$ cat src/rtl/impulse_sequencer.sv
// Impulse sequencer: free-running system time, time-triggered pulse train
// with receiver blanking and a stepped / per-period-reloaded frequency code.
// Every output is registered; the next-cycle values are computed in one
// combinational block so IMP/BLANK/DONE line up with the period counter.
module impulse_sequencer (
  input  logic        clk,
  input  logic        rst,
  input  logic        clk_en,
  input  logic        SPI_WR,
  input  logic [63:0] TIME,
  input  logic        SYS_TIME_UPDATE,
  input  logic [47:0] FREQ,
  input  logic [47:0] FREQ_STEP,
  input  logic [31:0] FREQ_RATE,
  input  logic [63:0] TIME_START,
  input  logic [15:0] N_impulse,
  input  logic [7:0]  TYPE_impulse,
  input  logic [31:0] Interval_Ti,
  input  logic [31:0] Interval_Tp,
  input  logic [31:0] Tblank1,
  input  logic [31:0] Tblank2,
  output logic [63:0] SYS_TIME,
  output logic        IMP,
  output logic        BLANK,
  output logic [47:0] FREQ_OUT,
  output logic        FREQ_WR,
  output logic        BUSY,
  output logic        DONE,
  output logic        ERR,
  output logic [15:0] IMP_CNT
);

  typedef enum logic [1:0] {S_IDLE, S_ARMED, S_RUN} state_t;

  state_t      state, n_state;
  logic [31:0] pcnt, n_pcnt;
  logic [31:0] sc, n_sc;
  logic [15:0] n_icnt;
  logic [47:0] n_freq;
  logic        n_fwr, n_err, n_imp, n_blank, n_done, latch, period_wrap, run_nxt;
  logic        params_ok;
  logic [32:0] blank_end, blank_start;

  // shadow parameter set used by the running sequence
  logic [63:0] sh_start;
  logic [47:0] sh_freq, sh_step;
  logic [31:0] sh_rate, sh_ti, sh_tp, sh_tb1, sh_tb2;
  logic [15:0] sh_n;
  logic        sh_type0;

  // only bit 0 of the type selects behaviour; the rest is reserved
  logic unused_type;
  assign unused_type = ^TYPE_impulse[7:1];

  assign params_ok = (N_impulse != 16'd0) && (Interval_Tp != 32'd0) &&
                     (Interval_Ti != 32'd0) && (Interval_Ti <= Interval_Tp);

  // blanking window edges in 33 bits; the tail edge saturates at zero
  assign blank_end   = {1'b0, sh_ti} + {1'b0, sh_tb1};
  assign blank_start = (sh_tb2 >= sh_tp) ? 33'd0 : {1'b0, sh_tp - sh_tb2};

  // next-state / next-output computation for one enabled cycle
  always_comb begin
    n_state     = state;
    n_pcnt      = pcnt;
    n_icnt      = IMP_CNT;
    n_sc        = sc;
    n_freq      = FREQ_OUT;
    n_fwr       = 1'b0;
    n_err       = 1'b0;
    latch       = 1'b0;
    period_wrap = 1'b0;
    case (state)
      S_IDLE, S_ARMED: begin
        if (SPI_WR) begin
          if (params_ok) begin
            latch   = 1'b1;
            n_state = S_ARMED;
          end else begin
            n_err   = 1'b1;
            n_state = S_IDLE;
          end
        end else if (state == S_ARMED && SYS_TIME >= sh_start) begin
          n_state = S_RUN;
          n_pcnt  = '0;
          n_icnt  = '0;
          n_sc    = '0;
          n_freq  = sh_freq;
          n_fwr   = 1'b1;
        end
      end
      S_RUN: begin
        n_err = SPI_WR;
        if (pcnt == sh_tp - 32'd1) begin
          if (IMP_CNT == sh_n - 16'd1) begin
            n_state = S_IDLE;
          end else begin
            n_icnt      = IMP_CNT + 16'd1;
            n_pcnt      = '0;
            period_wrap = 1'b1;
          end
        end else begin
          n_pcnt = pcnt + 32'd1;
        end
        if (n_state == S_RUN) begin
          // a per-period reload takes precedence over a coincident step
          if (period_wrap && sh_type0) begin
            n_freq = sh_freq;
            n_fwr  = 1'b1;
            n_sc   = '0;
          end else if (sh_rate != 32'd0) begin
            n_sc = (sc >= sh_rate - 32'd1) ? 32'd0 : sc + 32'd1;
            if (n_sc == sh_rate - 32'd1) begin
              n_freq = FREQ_OUT + sh_step;
              n_fwr  = 1'b1;
            end
          end
        end
      end
      default: n_state = S_IDLE;
    endcase
    run_nxt = (n_state == S_RUN);
    n_imp   = run_nxt && (n_pcnt < sh_ti);
    n_blank = run_nxt && (({1'b0, n_pcnt} < blank_end) || ({1'b0, n_pcnt} >= blank_start));
    n_done  = run_nxt && (n_pcnt == sh_tp - 32'd1) && (n_icnt == sh_n - 16'd1);
  end

  // state, counters and registered outputs; strobes last one clk cycle
  always_ff @(posedge clk or posedge rst) begin
    if (rst) begin
      state    <= S_IDLE;
      SYS_TIME <= '0;
      pcnt     <= '0;
      sc       <= '0;
      IMP      <= 1'b0;
      BLANK    <= 1'b0;
      FREQ_OUT <= '0;
      FREQ_WR  <= 1'b0;
      BUSY     <= 1'b0;
      DONE     <= 1'b0;
      ERR      <= 1'b0;
      IMP_CNT  <= '0;
      sh_start <= '0;
      sh_freq  <= '0;
      sh_step  <= '0;
      sh_rate  <= '0;
      sh_ti    <= '0;
      sh_tp    <= '0;
      sh_tb1   <= '0;
      sh_tb2   <= '0;
      sh_n     <= '0;
      sh_type0 <= 1'b0;
    end else if (clk_en) begin
      SYS_TIME <= (SPI_WR && SYS_TIME_UPDATE) ? TIME : SYS_TIME + 64'd1;
      state    <= n_state;
      pcnt     <= n_pcnt;
      sc       <= n_sc;
      IMP      <= n_imp;
      BLANK    <= n_blank;
      FREQ_OUT <= n_freq;
      FREQ_WR  <= n_fwr;
      BUSY     <= (n_state != S_IDLE);
      DONE     <= n_done;
      ERR      <= n_err;
      IMP_CNT  <= n_icnt;
      if (latch) begin
        sh_start <= TIME_START;
        sh_freq  <= FREQ;
        sh_step  <= FREQ_STEP;
        sh_rate  <= FREQ_RATE;
        sh_ti    <= Interval_Ti;
        sh_tp    <= Interval_Tp;
        sh_tb1   <= Tblank1;
        sh_tb2   <= Tblank2;
        sh_n     <= N_impulse;
        sh_type0 <= TYPE_impulse[0];
      end
    end else begin
      FREQ_WR <= 1'b0;
      DONE    <= 1'b0;
      ERR     <= 1'b0;
    end
  end

endmodule

$ cat config.mk
export PLATFORM = sky130hd
export DESIGN_NAME = impulse_sequencer
export DESIGN_NICKNAME = d
export VERILOG_FILES = /design/src/rtl/impulse_sequencer.sv
export SDC_FILE = /design/constraint.sdc
export NUM_CORES = 2
export LEC_CHECK = 0
export ABC_AREA = 0
export BUFFER_PORTS_ARGS = -buffer_cell sky130_fd_sc_hd__buf_4
export CAP_MARGIN = 20
export CORE_MARGIN = 2
export CORE_UTILIZATION = 40
export CTS_BUF_LIST = sky130_fd_sc_hd__clkbuf_2
export DETAILED_ROUTE_END_ITERATION = 10
export RECOVER_POWER = 100
export SLEW_MARGIN = 5
export SYNTH_ARGS = -nofsm -noshare
export SYNTH_HDL_FRONTEND = slang
export SYNTH_SLANG_ARGS = --single-unit
$ cat constraint.sdc
create_clock -name clk -period 14.7 [get_ports clk]
set_input_delay 0.735 -clock clk [delete_from_list [all_inputs] [get_ports clk]]
set_output_delay 0.735 -clock clk [all_outputs]
set_load 0.005 [all_outputs]
* Word level (Yosys, flattened, before mapping)
Cells that the tools add are included.
** Storage, ports and cells
- ROM bits :: 0
- Word-level logic and storage cells :: 127
- Bits in writable memories :: 0
- Output and inout bits :: 134
- Input bits :: 413
- Memories kept :: 0
- Latch bits :: 0
- Flip-flop bits (word level) :: 537
** Operators by class
- Muxes and demuxes :: 52
- Bitwise logic cells :: 0
- $lt $le $gt $ge :: 7
- Reductions and logical operators :: 22
- Add/sub/neg operators :: 10
- Equality and inequality tests :: 14
- Shift-type cells :: 0
- Div/mod/pow operators :: 0
- Multiply operators :: 0
** Operators with widths (count)
- 32-bit two-way mux :: 11
- 48-bit two-way mux :: 6
- 32-bit one-hot mux with 2 select lines :: 2
- 32-bit == test :: 3
- 32-bit greater-or-equal comparator :: 3
- 48-bit one-hot mux with 2 select lines :: 1
- 32-bit nonzero test :: 3
- 32-bit by 1-bit adder with 32-bit output, second input constant :: 2
- 64-bit by 1-bit adder with 64-bit output, second input constant :: 1
- 64-bit greater-or-equal comparator :: 1
- 16-bit two-way mux :: 4
- 64-bit two-way mux :: 1
- 32-bit by 1-bit subtractor with 32-bit output, second input constant :: 2
- 48-bit adder :: 1
- 32-bit by 32-bit adder with 33-bit output :: 1
- 32-bit by 33-bit less-than comparator with 1-bit output :: 1
- 16-bit == test :: 2
- 32-bit <= comparator :: 1
- 32-bit less-than comparator :: 1
- 16-bit one-hot mux with 2 select lines :: 1
- 32-bit subtractor :: 1
- 1-bit two-way mux :: 18
- 16-bit by 1-bit adder with 16-bit output, second input constant :: 1
- 16-bit nonzero test :: 1
- 16 further kinds :: 36

* Depth between registers and ports, before layout
- Depth in word-level cells :: 11
- Gate-level depth with buffers :: 34
- Depth with buffers taken out :: 32

* Worst setup path after synthesis
Ideal clock, no wire load.
- Kind :: flip-flop to flip-flop
- Start point :: reg sh_rate[0]
- End point :: reg FREQ_OUT[47]
- Arrival :: 5.848 ns
- Path buffers :: 2
- Data required time :: 14.614 ns
- Stages on the path, launching flop included :: 25
- Period minus slack after synthesis :: 5.934 ns
- Setup time :: 0.086 ns
- Path slack :: 8.766 ns
- Path through :: dfrtp_1 > inv_1 > ha_1 > or3b_2 > clkbuf_1 > nor4_1 > nand2_1 > or2_2 > xnor2_1 > inv_1 > ha_1 > nand4_1 > nor3_1 > nand2_1 > o311ai_0 > o21a_1 > clkbuf_1 > o311ai_0 > a222oi_1 > and4_1 > nand4_1 > a31o_2 > mux2i_1 > or3_1 > nor3_1
** On the way
- Longest elaborated chain between the ends :: 6
- Elaborated cells between the ends (all ways) :: 8
- Those cells by class :: add/sub (1); order compare (1); eq/ne (3); mux (1); reduce/logical (2)
** Ends and longest elaborated chain
- start, declared :: RTL line 47 : logic [31:0] sh_rate, sh_ti, sh_tp, sh_tb1, sh_tb2;
- start signal, assigned :: RTL line 146 : sh_rate <= '0;
- start signal, assigned :: RTL line 170 : sh_rate <= FREQ_RATE;
- 32-bit by 1-bit subtractor with 32-bit output :: RTL line 112, 113
- 32-bit greater-or-equal comparator :: RTL line 112 : n_sc = (sc >= sh_rate - 32'd1) ? 32'd0 : sc + 32'd1;
- 32-bit two-way mux :: RTL line 112
- 32-bit == test :: RTL line 113 : if (n_sc == sh_rate - 32'd1) begin
- 3-bit != test (no source line)
- 7-bit AND reduction (no source line) *
- end signal, assigned :: RTL line 160 : FREQ_OUT <= n_freq;
- end, declared :: RTL line 25 : output logic [47:0] FREQ_OUT,
Mark *: on every way between the ends. The rest lies on a longest branch, timed or not.
A chain may end at the register's enable or synchronous reset.

* Final worst setup path
- Start point :: reg sh_tp[2]
- End point :: reg BLANK
** On the way
- Longest elaborated chain between the ends :: 7
- Elaborated cells between the ends (all ways) :: 15
- Those cells by class :: add/sub (2); order compare (3); eq/ne (2); mux (6); reduce/logical (2)
** Ends and longest elaborated chain
- start, declared :: RTL line 47
- start signal, assigned :: RTL line 172 : sh_tp <= Interval_Tp;
- 32-bit by 1-bit subtractor with 32-bit output * :: RTL line 94 : if (pcnt == sh_tp - 32'd1) begin
- 32-bit == test * :: RTL line 94
- 32-bit two-way mux * :: RTL line 94
- 32-bit one-hot mux with 2 select lines * :: RTL line 73 : case (state)
- named net n_pcnt[21] :: RTL line 36 : logic [31:0] pcnt, n_pcnt;
- 32-bit by 33-bit less-than comparator with 1-bit output or 32-bit greater-or-equal comparator (tied branches) :: RTL line 124 : n_blank = run_nxt && (({1'b0, n_pcnt} < blank_end) || ({1'b0, n_pcnt} >= blank_start));
- 1-bit logical OR * :: RTL line 124
- 1-bit logical AND * :: RTL line 124
- end signal, assigned :: RTL line 159 : BLANK <= n_blank;
- end, declared :: RTL line 24 : output logic BLANK,
The timed path passes the listed nets; every way through them passes the cells marked *. The select of a mux whose other input is x is not followed.

==> results.ini <==
[outcome]
status=complete, but fails checks
violations=max-capacitance violations, max-slew violations

[cells_and_area]
nFillCells=9069
fin_util_pct=53.6
drive_gt1_share_pct=18.7
areaGrowthSynthToFinish_pct=33.4
design.final.nets=6476

[synth]
synthDominantCellAreaShare_pct=33.5
ys_types=88
synth_area_sq_mm=0.0401
synthFlopType=dfrtp_1
synth_common_cells=dfrtp_1 (537), nand2_1 (396), a21oi_1 (353), ha_1 (341), mux2_2 (313)
syn_nets=5249
yosysMostFrequentCell=dfrtp_1
avgSynthCellArea_sq_um=8.92
synth_top_area_cell=dfrtp_1
ys_seq_area_share_pct=33.5
ys_warn_count=0
synthCells=4492
synth_seq_cells=537
synth.area.top_cells=dfrtp_1 (34%), ha_1 (11%), mux2_2 (8.8%)
synthArstFlopShare_pct=100
synth_edf_count=0

[setup_path]
r2r-end=BLANK
cp-end-kind=flip-flop
crit_required_ps=16030
cp-start-kind=flip-flop
cp_max_fo=32
rr_worst_depth=17
r2r_slack_ps=4930
crit_path_cell_trace=nor4_1 > nand4_1 > o41ai_1 > a21boi_0 > a21oi_1 > and3_1 > and4b_1 > clkbuf_1 > or2_2 > or3_1 > o31ai_1 > ha_1 > nand4_1 > nor4_1 > o2111ai_1 > nand3_1 > o31a_1
criticalPathCategory=reg2reg
cp-startpoint=sh_tp[2]
reg2reg_from=sh_tp[2]
cp_slowest_cell=nor4_1
cp_data_arrival_time_ps=11100
slowest_delay_ps=1740

[pwr]
ir_drop_mv=0.0915
total_leakage_power_nw=24.0
powerDensity_mw_per_mm2=184
power.total_mw=9.84

[sta]
setup-tns-final_ps=0
fin_hold_ws_ps=198
finalHoldViolCount=0
relSlewSlack_pct=-177
period_share_pct=66.5
maxSlewViolCount=715
finalSetupViolCount=0
tightestPinTransition_ps=4150
rsz0062_at_grt=false
skew_ps=128
fmax_mhz=102
fin_crit_ps=9770

[clocking]
root_buffer=clkbuf_2
holdBufCountCts=711
cts_buffers=160
clk-insertion-delay-late_ps=1440
numClockSinks=537
cts_tree=built
path_clk_slew_ps=100
cts-htree-levels=4
postCtsSetupBuffers=0
cts_resized=0
cts_max_path_buffers=3

[floorplanning]
core_area_sq_mm=0.0997
die_area_sq_mm=0.103
io_pins=547
chipWidth_um=320
start_util_pct=40.2
num_rows=116
die_y_um=320

[detailed_routing]
post_drt_wl_per_cell_um=20.3
vias_per_cell=5.55
ant_nets=0
route.detailed.drc=0
drt-total-wl_um=145000
dr.pass1.iters=6
dr.first_iter.drc_count=3131
vias=39638

[place]
hpwl_um=102000
io_buffers=539
place_congestion=0.901

[min_path]
holdPathEnd=SYS_TIME[20]
hold_class=in2reg
worstHoldStart=SYS_TIME_UPDATE
holdPathStages=5

[global_routing]
grt_usage_pct=27.7
grt_max_degree=156
antenna_found_initial=17
globalRouteOverflowTotal=0
grt_pass1_vias=39568
grt_pass1_wl_um=225000

[run]
cap_violations=13

## how the worst max path moves through the flow
| stage | endpoint | slack, ps | depth (start not counted) |
|---|---|---|---|
| 5_1_grt | FREQ_OUT[47] | 3730 | 16 |
| 2_1_floorplan | BLANK | 6660 | 1 |
| 6_report | BLANK | 4930 | 17 |
| 3_5_place_dp | IMP | 6930 | 18 |
| 3_3_place_gp | IMP | 7000 | 18 |
| 4_1_cts | IMP | 6950 | 18 |
## final cells by class
class / instances / area, sq um / share of cell area (%)
multi-input combinational: 3476 / 24800 / 46.4
sequential: 537 / 13400 / 25.1
timing repair buffer: 1287 / 11100 / 20.8
inverter: 257 / 968 / 1.81
clock buffer: 217 / 1090 / 2.03
clock inverter: 53 / 365 / 0.683
tap: 1298 / 1620 / 3.04
antenna: 18 / 45.0 / 0.0842
## state kept, by name (all words and copies together), names as in the netlist, 48 cells and up
register	cells
sh_start	64
SYS_TIME	64
sh_step	48
sh_freq	48
FREQ_OUT	48
## logic make-up (layout without fill, tap and decap cells)
logic type / count (synthesis) / after routing / synth area share [%]
other cells: 0 / 18 / 0
buf+inv: 479 / 1814 / 4.57
compound gates: 1152 / 1152 / 17.9
xor+xnor: 273 / 273 / 6.24
fa+ha+maj: 344 / 344 / 10.8
mux: 345 / 345 / 9.60
simple gates: 1362 / 1362 / 17.3
flops: 537 / 537 / 33.5
## metrics by stage
| stage | instances | worst slack (ps) | cell area [sq um] |
|---|---|---|---|
| floorplan | 4492 | 6660 | 40100 |
| global placement | 6141 | 7000 | 45200 |
| detailed placement | 6141 | 6930 | 45200 |
| CTS | 7122 | 6950 | 53800 |
| global route | 7141 | 3730 | 53500 |
| finish | 7143 | 4930 | 53500 |
## routing by layer
metal  global-route usage (%)  routed length [um]  vias up
met5                        0                  35        -
met4                     13.8                6810        6
met3                     4.81                8460      346
met2                     45.8               68900     1415
met1                     34.8               60900    18892
li1                         -                   -    18979
## cell usage in the layout, fill, tap and decap left out, types with 100 or more instances in the layout
| master | netlist | routed |
|---|---|---|
| inv_1 | 257 | 255 |
| dlygate4sd3_1 | 0 | 711 |
| nand3_1 | 128 | 128 |
| clkbuf_2 | 1 | 217 |
| nand2_1 | 396 | 393 |
| ha_1 | 341 | 341 |
| buf_4 | 2 | 420 |
| nand4_1 | 99 | 100 |
| o21ai_0 | 295 | 295 |
| a21oi_1 | 353 | 352 |
| nor2_1 | 242 | 241 |
| dfrtp_1 | 537 | 537 |
| mux2_2 | 313 | 312 |
| xnor2_1 | 168 | 168 |
## report_power, final
group          total (mW)  internal (mW)  leakage, nW  switching [mW]
clock network        1.22          0.490         1.07           0.734
registers            2.75           2.05         6.51           0.696
logic                5.87           2.69         16.4            3.19
## critical path: cells and delay by family, from the launching register on
kind            cells  cell delay [ps]
simple gates        9             5430
compound gates      6             2860
fa+ha+maj           1              300
flops               1              540
buf+inv             1              630
No activity file was read; power rests on OpenSTA's default activity.
